--- config.mk ---
export PLATFORM = sky130hd
export DESIGN_NAME = spi_frame_rx
export DESIGN_NICKNAME = d
export VERILOG_FILES = /design/src/rtl/spi_frame_rx.sv
export SDC_FILE = /design/constraint.sdc
export NUM_CORES = 1
export LEC_CHECK = 0
export CAP_MARGIN = 20
export CORE_MARGIN = 10
export CORE_UTILIZATION = 26
export CTS_CLUSTER_DIAMETER = 120
export DETAILED_ROUTE_END_ITERATION = 10
export PLACE_DENSITY = 0.42
export SYNTH_ARGS = -nofsm -noshare
export SYNTH_HDL_FRONTEND = slang
export SYNTH_SLANG_ARGS = --single-unit
--- constraint.sdc ---
create_clock -name clk_25mhz -period 4.4 [get_ports clk_25mhz]
set_input_delay 1.1 -clock clk_25mhz [delete_from_list [all_inputs] [get_ports clk_25mhz]]
set_output_delay 1.1 -clock clk_25mhz [all_outputs]
set_load 0.1 [all_outputs]
--- src/rtl/spi_frame_rx.sv ---
// SPI audio frame receiver: synchronises a slow SPI link into the clk_25mhz domain,
// assembles DATA_W-bit words tagged with a channel index and queues them in a FWFT FIFO.
module spi_frame_rx #(
  parameter int unsigned DATA_W     = 16,
  parameter int unsigned CHANNELS   = 2,
  parameter int unsigned FIFO_DEPTH = 8,
  parameter int unsigned MSB_FIRST  = 1,
  localparam int unsigned CH_W      = (CHANNELS > 1) ? $clog2(CHANNELS) : 1,
  localparam int unsigned LVL_W     = $clog2(FIFO_DEPTH) + 1
) (
  input  logic              clk_25mhz,
  input  logic              reset,
  input  logic              com_sclk_in,
  input  logic              com_mosi_in,
  input  logic              com_active,
  output logic [DATA_W-1:0] out_data,
  output logic [CH_W-1:0]   out_channel,
  output logic              out_valid,
  input  logic              out_ready,
  output logic [LVL_W-1:0]  fifo_level,
  output logic              frame_done,
  output logic              frame_error,
  output logic              overflow,
  input  logic              clr_overflow
);

  localparam int unsigned BIT_W = $clog2(DATA_W);
  localparam int unsigned PTR_W = $clog2(FIFO_DEPTH);
  localparam int unsigned ENT_W = CH_W + DATA_W;
  localparam logic [BIT_W-1:0] LastBit = BIT_W'(DATA_W - 1);
  localparam logic [CH_W-1:0]  LastCh  = CH_W'(CHANNELS - 1);
  localparam logic [LVL_W-1:0] FullLvl = LVL_W'(FIFO_DEPTH);

  typedef enum logic [1:0] {StIdle, StRecv, StWaitIdle} state_e;

  logic [2:0] sclk_sync_q, sclk_sync_d;
  logic [2:0] act_sync_q, act_sync_d;
  logic [1:0] mosi_sync_q, mosi_sync_d;

  state_e            state_q, state_d;
  logic [BIT_W-1:0]  bit_cnt_q, bit_cnt_d;
  logic [CH_W-1:0]   ch_cnt_q, ch_cnt_d;
  logic [DATA_W-1:0] shift_q, shift_d;
  logic              got_word_q, got_word_d;
  logic [1:0]        settle_q, settle_d;
  logic              done_q, done_d;
  logic              err_q, err_d;

  logic [ENT_W-1:0]  mem_q [FIFO_DEPTH];
  logic [PTR_W-1:0]  wr_ptr_q, wr_ptr_d;
  logic [PTR_W-1:0]  rd_ptr_q, rd_ptr_d;
  logic [LVL_W-1:0]  level_q, level_d;
  logic [ENT_W-1:0]  last_q, last_d;
  logic              overflow_q, overflow_d;

  logic              sclk_rise, act_rise, act_fall, act_s, mosi_s;
  logic [DATA_W-1:0] shift_next;
  logic [ENT_W-1:0]  push_word, head;
  logic              push, pop, full, empty, wr_en;

  assign sclk_sync_d = {sclk_sync_q[1:0], com_sclk_in};
  assign act_sync_d  = {act_sync_q[1:0], com_active};
  assign mosi_sync_d = {mosi_sync_q[0], com_mosi_in};

  assign sclk_rise = sclk_sync_q[1] & ~sclk_sync_q[2];
  assign act_rise  = act_sync_q[1] & ~act_sync_q[2];
  assign act_fall  = ~act_sync_q[1] & act_sync_q[2];
  assign act_s     = act_sync_q[1];
  assign mosi_s    = mosi_sync_q[1];

  assign shift_next = (MSB_FIRST != 0) ? {shift_q[DATA_W-2:0], mosi_s}
                                       : {mosi_s, shift_q[DATA_W-1:1]};
  assign push_word  = {ch_cnt_q, shift_next};

  always_comb begin
    state_d    = state_q;
    bit_cnt_d  = bit_cnt_q;
    ch_cnt_d   = ch_cnt_q;
    shift_d    = shift_q;
    got_word_d = got_word_q;
    settle_d   = settle_q;
    done_d     = 1'b0;
    err_d      = 1'b0;
    push       = 1'b0;
    unique case (state_q)
      StWaitIdle: begin
        // The synchronisers restart from 0 after reset; wait until they carry the real
        // com_active level so a frame still in progress is not mistaken for a new one.
        if (settle_q != 2'd3) begin
          settle_d = settle_q + 2'd1;
        end else if (!act_s) begin
          state_d = StIdle;
        end
      end
      StIdle: begin
        if (act_rise) begin
          state_d    = StRecv;
          bit_cnt_d  = '0;
          ch_cnt_d   = '0;
          got_word_d = 1'b0;
        end
      end
      StRecv: begin
        if (act_fall) begin
          state_d = StIdle;
          if (bit_cnt_q == '0 && ch_cnt_q == '0 && got_word_q) begin
            done_d = 1'b1;
          end else begin
            err_d = 1'b1;
          end
        end else if (sclk_rise) begin
          shift_d = shift_next;
          if (bit_cnt_q == LastBit) begin
            push       = 1'b1;
            bit_cnt_d  = '0;
            ch_cnt_d   = (ch_cnt_q == LastCh) ? '0 : ch_cnt_q + CH_W'(1);
            got_word_d = 1'b1;
          end else begin
            bit_cnt_d = bit_cnt_q + BIT_W'(1);
          end
        end
      end
      default: state_d = StWaitIdle;
    endcase
  end

  assign empty = (level_q == '0);
  assign full  = (level_q == FullLvl);
  assign pop   = ~empty & out_ready;
  // A full FIFO still accepts a push when the head leaves in the same cycle.
  assign wr_en = push & (~full | pop);

  always_comb begin
    wr_ptr_d   = wr_en ? wr_ptr_q + PTR_W'(1) : wr_ptr_q;
    rd_ptr_d   = pop ? rd_ptr_q + PTR_W'(1) : rd_ptr_q;
    last_d     = pop ? mem_q[rd_ptr_q] : last_q;
    level_d    = level_q;
    case ({wr_en, pop})
      2'b10:   level_d = level_q + LVL_W'(1);
      2'b01:   level_d = level_q - LVL_W'(1);
      default: level_d = level_q;
    endcase
    overflow_d = overflow_q;
    if (push && full && !pop) begin
      overflow_d = 1'b1;
    end else if (clr_overflow) begin
      overflow_d = 1'b0;
    end
  end

  always_ff @(posedge clk_25mhz) begin
    if (!reset) begin
      sclk_sync_q <= '0;
      act_sync_q  <= '0;
      mosi_sync_q <= '0;
      state_q     <= StWaitIdle;
      bit_cnt_q   <= '0;
      ch_cnt_q    <= '0;
      shift_q     <= '0;
      got_word_q  <= 1'b0;
      settle_q    <= '0;
      done_q      <= 1'b0;
      err_q       <= 1'b0;
      wr_ptr_q    <= '0;
      rd_ptr_q    <= '0;
      level_q     <= '0;
      last_q      <= '0;
      overflow_q  <= 1'b0;
    end else begin
      sclk_sync_q <= sclk_sync_d;
      act_sync_q  <= act_sync_d;
      mosi_sync_q <= mosi_sync_d;
      state_q     <= state_d;
      bit_cnt_q   <= bit_cnt_d;
      ch_cnt_q    <= ch_cnt_d;
      shift_q     <= shift_d;
      got_word_q  <= got_word_d;
      settle_q    <= settle_d;
      done_q      <= done_d;
      err_q       <= err_d;
      wr_ptr_q    <= wr_ptr_d;
      rd_ptr_q    <= rd_ptr_d;
      level_q     <= level_d;
      last_q      <= last_d;
      overflow_q  <= overflow_d;
    end
  end

  always_ff @(posedge clk_25mhz) begin
    if (reset && wr_en) begin
      mem_q[wr_ptr_q] <= push_word;
    end
  end

  // While empty the outputs keep showing the most recently popped entry.
  assign head        = empty ? last_q : mem_q[rd_ptr_q];
  assign out_data    = head[DATA_W-1:0];
  assign out_channel = head[ENT_W-1:DATA_W];
  assign out_valid   = ~empty;
  assign fifo_level  = level_q;
  assign frame_done  = done_q;
  assign frame_error = err_q;
  assign overflow    = overflow_q;

endmodule

==> metrics.md <==
| Metric | Value |
|---|---|
| Max Cap Viol | `0` |
| Initial Utilization | `26.4%` |
| CTS Buf Count | `23` |
| Number of H-tree levels | `1` |
| Finished layout cell area | `9270 um2` |
| DRC viols | `0` |
| Synth cell types | `42` |
| Max Root-Sink Buffers | `3` |
| Placed inst area | `8610 um2` |
| Cell Pwr Density | `409 nW/um2` |
| Status | `finished clean` |
| Layout Utilization | `31.3%` |
| Layout cell share with drive strength beyond 1 | `18.8%` |
| Antenna violations before repair | `0` |
| CTS tree | `built` |
| First-pass GRT wire length | `27.1 mm` |
| Max frequency | `263 MHz` |
| Layout Area Growth over Synthesis | `18.4%` |
| Post-synth EDFFs | `136` |
| RSZ-0062 raised after global routing | `no` |
| Synth warn | `0` |
| Critical path arrival | `2.70 ns` |
| CORE AREA | `29600 um2` |
| Io pins | `32` |
| HP Class | `reg -> reg` |
| DIE WIDTH | `194 um` |
| Sequential area share after synthesis | `69.1%` |
| Fin. max-slew vios | `0` |
| Synth top area cells | `edfxtp_1, dfxtp_1, mux4_2` |
| Hold path depth | `1` |
| Clk_lat worst skew | `0.51 ns` |
| Final layout net count | `578` |
| CTS clk-pin slew, worst paths | `0.05 ns` |
| Total gr overflow | `0` |
| Period minus WS final | `3.80 ns` |
| Top cell type's share of synthesized area | `52.2%` |
| Worst vdd ir | `0.000224 V` |
| Die Area | `37400 um2` |
| Crit path top cell by count | `buf_4` |
| Lkg Pwr | `2.99 nW` |
| Total routed wirelength | `17.4 mm` |
| Endpoints failing setup | `0` |
| Post-CTS Resized | `0` |
| Largest area contributor in the netlist | `edfxtp_1` |
| Syn_area_per_cell | `15.0 um2` |
| Largest net degree at the start of global routing | `69` |
| Synth Flop Type | `edfxtp_1` |
| Number of port buffers | `31` |
| Post-synthesis cell count | `522` |
| All-Layer GR Usage | `9.12%` |
| Post-DP HPWL | `10.1 mm` |
| Worst Path Max Fanout | `15` |
| Startpoint types | `flop` |
| CTS Root Buffer Type | `clkbuf_16` |
| # diodes | `0` |
| Synth top cells by count | `edfxtp_1, dfxtp_1, nand2_1` |
| Row cnt | `63` |
| Worst Clk Skew | `0.0157 ns` |
| Vias in the first global route | `4510` |
| Worst path required time | `3.30 ns` |
| Crit path capture type | `output port` |
| Netlist Area Pre-Place | `7830 um2` |
| Synthesized flop and latch total | `202` |
| Most common cell in the synthesized netlist | `edfxtp_1` |
| Vias | `4341` |
| Fill count | `2946` |
| Largest stage delay, worst path | `0.71 ns` |
| Routed Antenna Nets | `0` |
| Detailed-router iteration count before antenna repair | `5` |
| Max-slew headroom | `33.7%` |
| Post-synth ARST share | `0%` |
| Die height | `194 um` |
| CP cell instances | `buf_4, mux4_2, mux2i_1, a21oi_1, buf_4` |
| Worst Tran Pin Value | `0.991 ns` |
| Avg WL per Cell | `18.0 um` |
| Vias per inst | `4.48` |
| Sink Count | `202` |
| Syn nets | `535` |
| Post-CTS Setup Bufs | `0` |
| Hold Buf Count CTS | `0` |
| Crit Path Class | `reg -> out` |
| Starting DRT DRC Count | `237` |
| Final Hold Fails | `0` |
| RePlAce Congestion | `0.688` |
| Worst Hold Slack | `0.430 ns` |
| Critical Path Slowest Stage Cell | `dfxtp_2` |
| Final Cycle Share | `86.3%` |
| Worst reg2reg path depth | `9` |
cell usage in the layout (no fill, tap or decap), types with 2 or more instances in the layout:
cell and n:
and2_1 17, clkbuf_8 2, clkbuf_1 9, clkinv_1 2
buf_4 34, edfxtp_1 136, nor3_1 3, clkdlybuf4s50_1 12
clkinv_2 2, nand2_1 50, nand3_1 9, inv_1 5
o22ai_1 2, nor2b_1 3, a21boi_0 19, a21oi_1 36
o21ai_0 19, mux2i_1 20, nor3_2 5, or3b_2 2
ha_1 6, xnor2_1 7, nor3b_1 3, xor2_1 2
dfxtp_1 65, clkbuf_16 23, nand2b_1 4, mux4_2 34
nand3b_1 2, nor2_1 26
per-stage QoR:
step	TNS [ns]	power, mW	setup WS [ns]	cells
finish	0	3.79	0.602	969
global route	0	3.93	0.330	969
CTS	0	3.86	0.496	969
detailed placement	0	2.13	1.04	930
global placement	0	2.12	1.02	930
floorplan	-4.09	2.11	-0.455	522
worst paths after layout:
kind | slack [ns] | to | start
max | 0.60 | out_data[11] | flop
max reg2reg | 1.58 | fifo_level[2] | fifo_level[3]
min | 0.43 | mosi_sync_q[1] | mosi_sync_q[0]
min reg2reg | 0.43 | mosi_sync_q[1] | mosi_sync_q[0]
final cells by class:
cell class                 count  area [um2]  area share, %
inverter                       5        18.8          0.202
sequential                   202        5410           58.3
clock buffer                  34         637           6.87
multi-input combinational    286        2310           25.0
clock inverter                 5        26.3          0.283
tap                          390         488           5.26
timing repair buffer          47         380           4.10
where the power goes:
part / switching [mW] / leakage, nW / internal (mW) / total (mW)
Combinational: 0.0283 / 0.866 / 0.0291 / 0.0574
Sequential: 0.0123 / 1.80 / 2.02 / 2.03
Clock: 0.713 / 0.324 / 0.994 / 1.71
Total: 0.754 / 2.99 / 3.04 / 3.79
registers in the layout, indices dropped and copies added, names as in the netlist, named ones only:
name	flops
got_word_q	1
ch_cnt_q	1
wr_ptr_q	3
shift_q	15
act_sync_q	3
fifo_level	4
mosi_sync_q	2
rd_ptr_q	3
bit_cnt_q	4
last_q	17
mem_q	136
overflow	1
settle_q	2
frame_error	1
sclk_sync_q	3
frame_done	1
state_q	2
routing by layer:
| layer | GRT usage [%] | vias to the layer above | wire length (um) |
|---|---|---|---|
| met1 | 11.6 | 2196 | 7890 |
| li1 | - | 2045 | - |
| met5 | 0 | - | 0 |
| met4 | 3.03 | 0 | 453 |
| met3 | 1.61 | 32 | 617 |
| met2 | 15.3 | 68 | 8450 |
worst max-delay path: cells and delay by family (launching register included):
family	cells	cell delay, ns
mux	2	0.74
compound gates	1	0.10
buf+inv	2	0.64
flops	1	0.71
kinds of logic after synthesis:
| group | share of synthesized area [%] |
|---|---|
| DFF | 69.1 |
| muxes | 12.5 |
| AOI/OAI and AO/OA | 6.25 |
| and+or+nand+nor | 8.30 |
| buffers and inverters | 1.79 |
| xor gates and xnor gates | 1.01 |
| adders and majority gates | 1.09 |
Power figures use the tool's default switching activity.
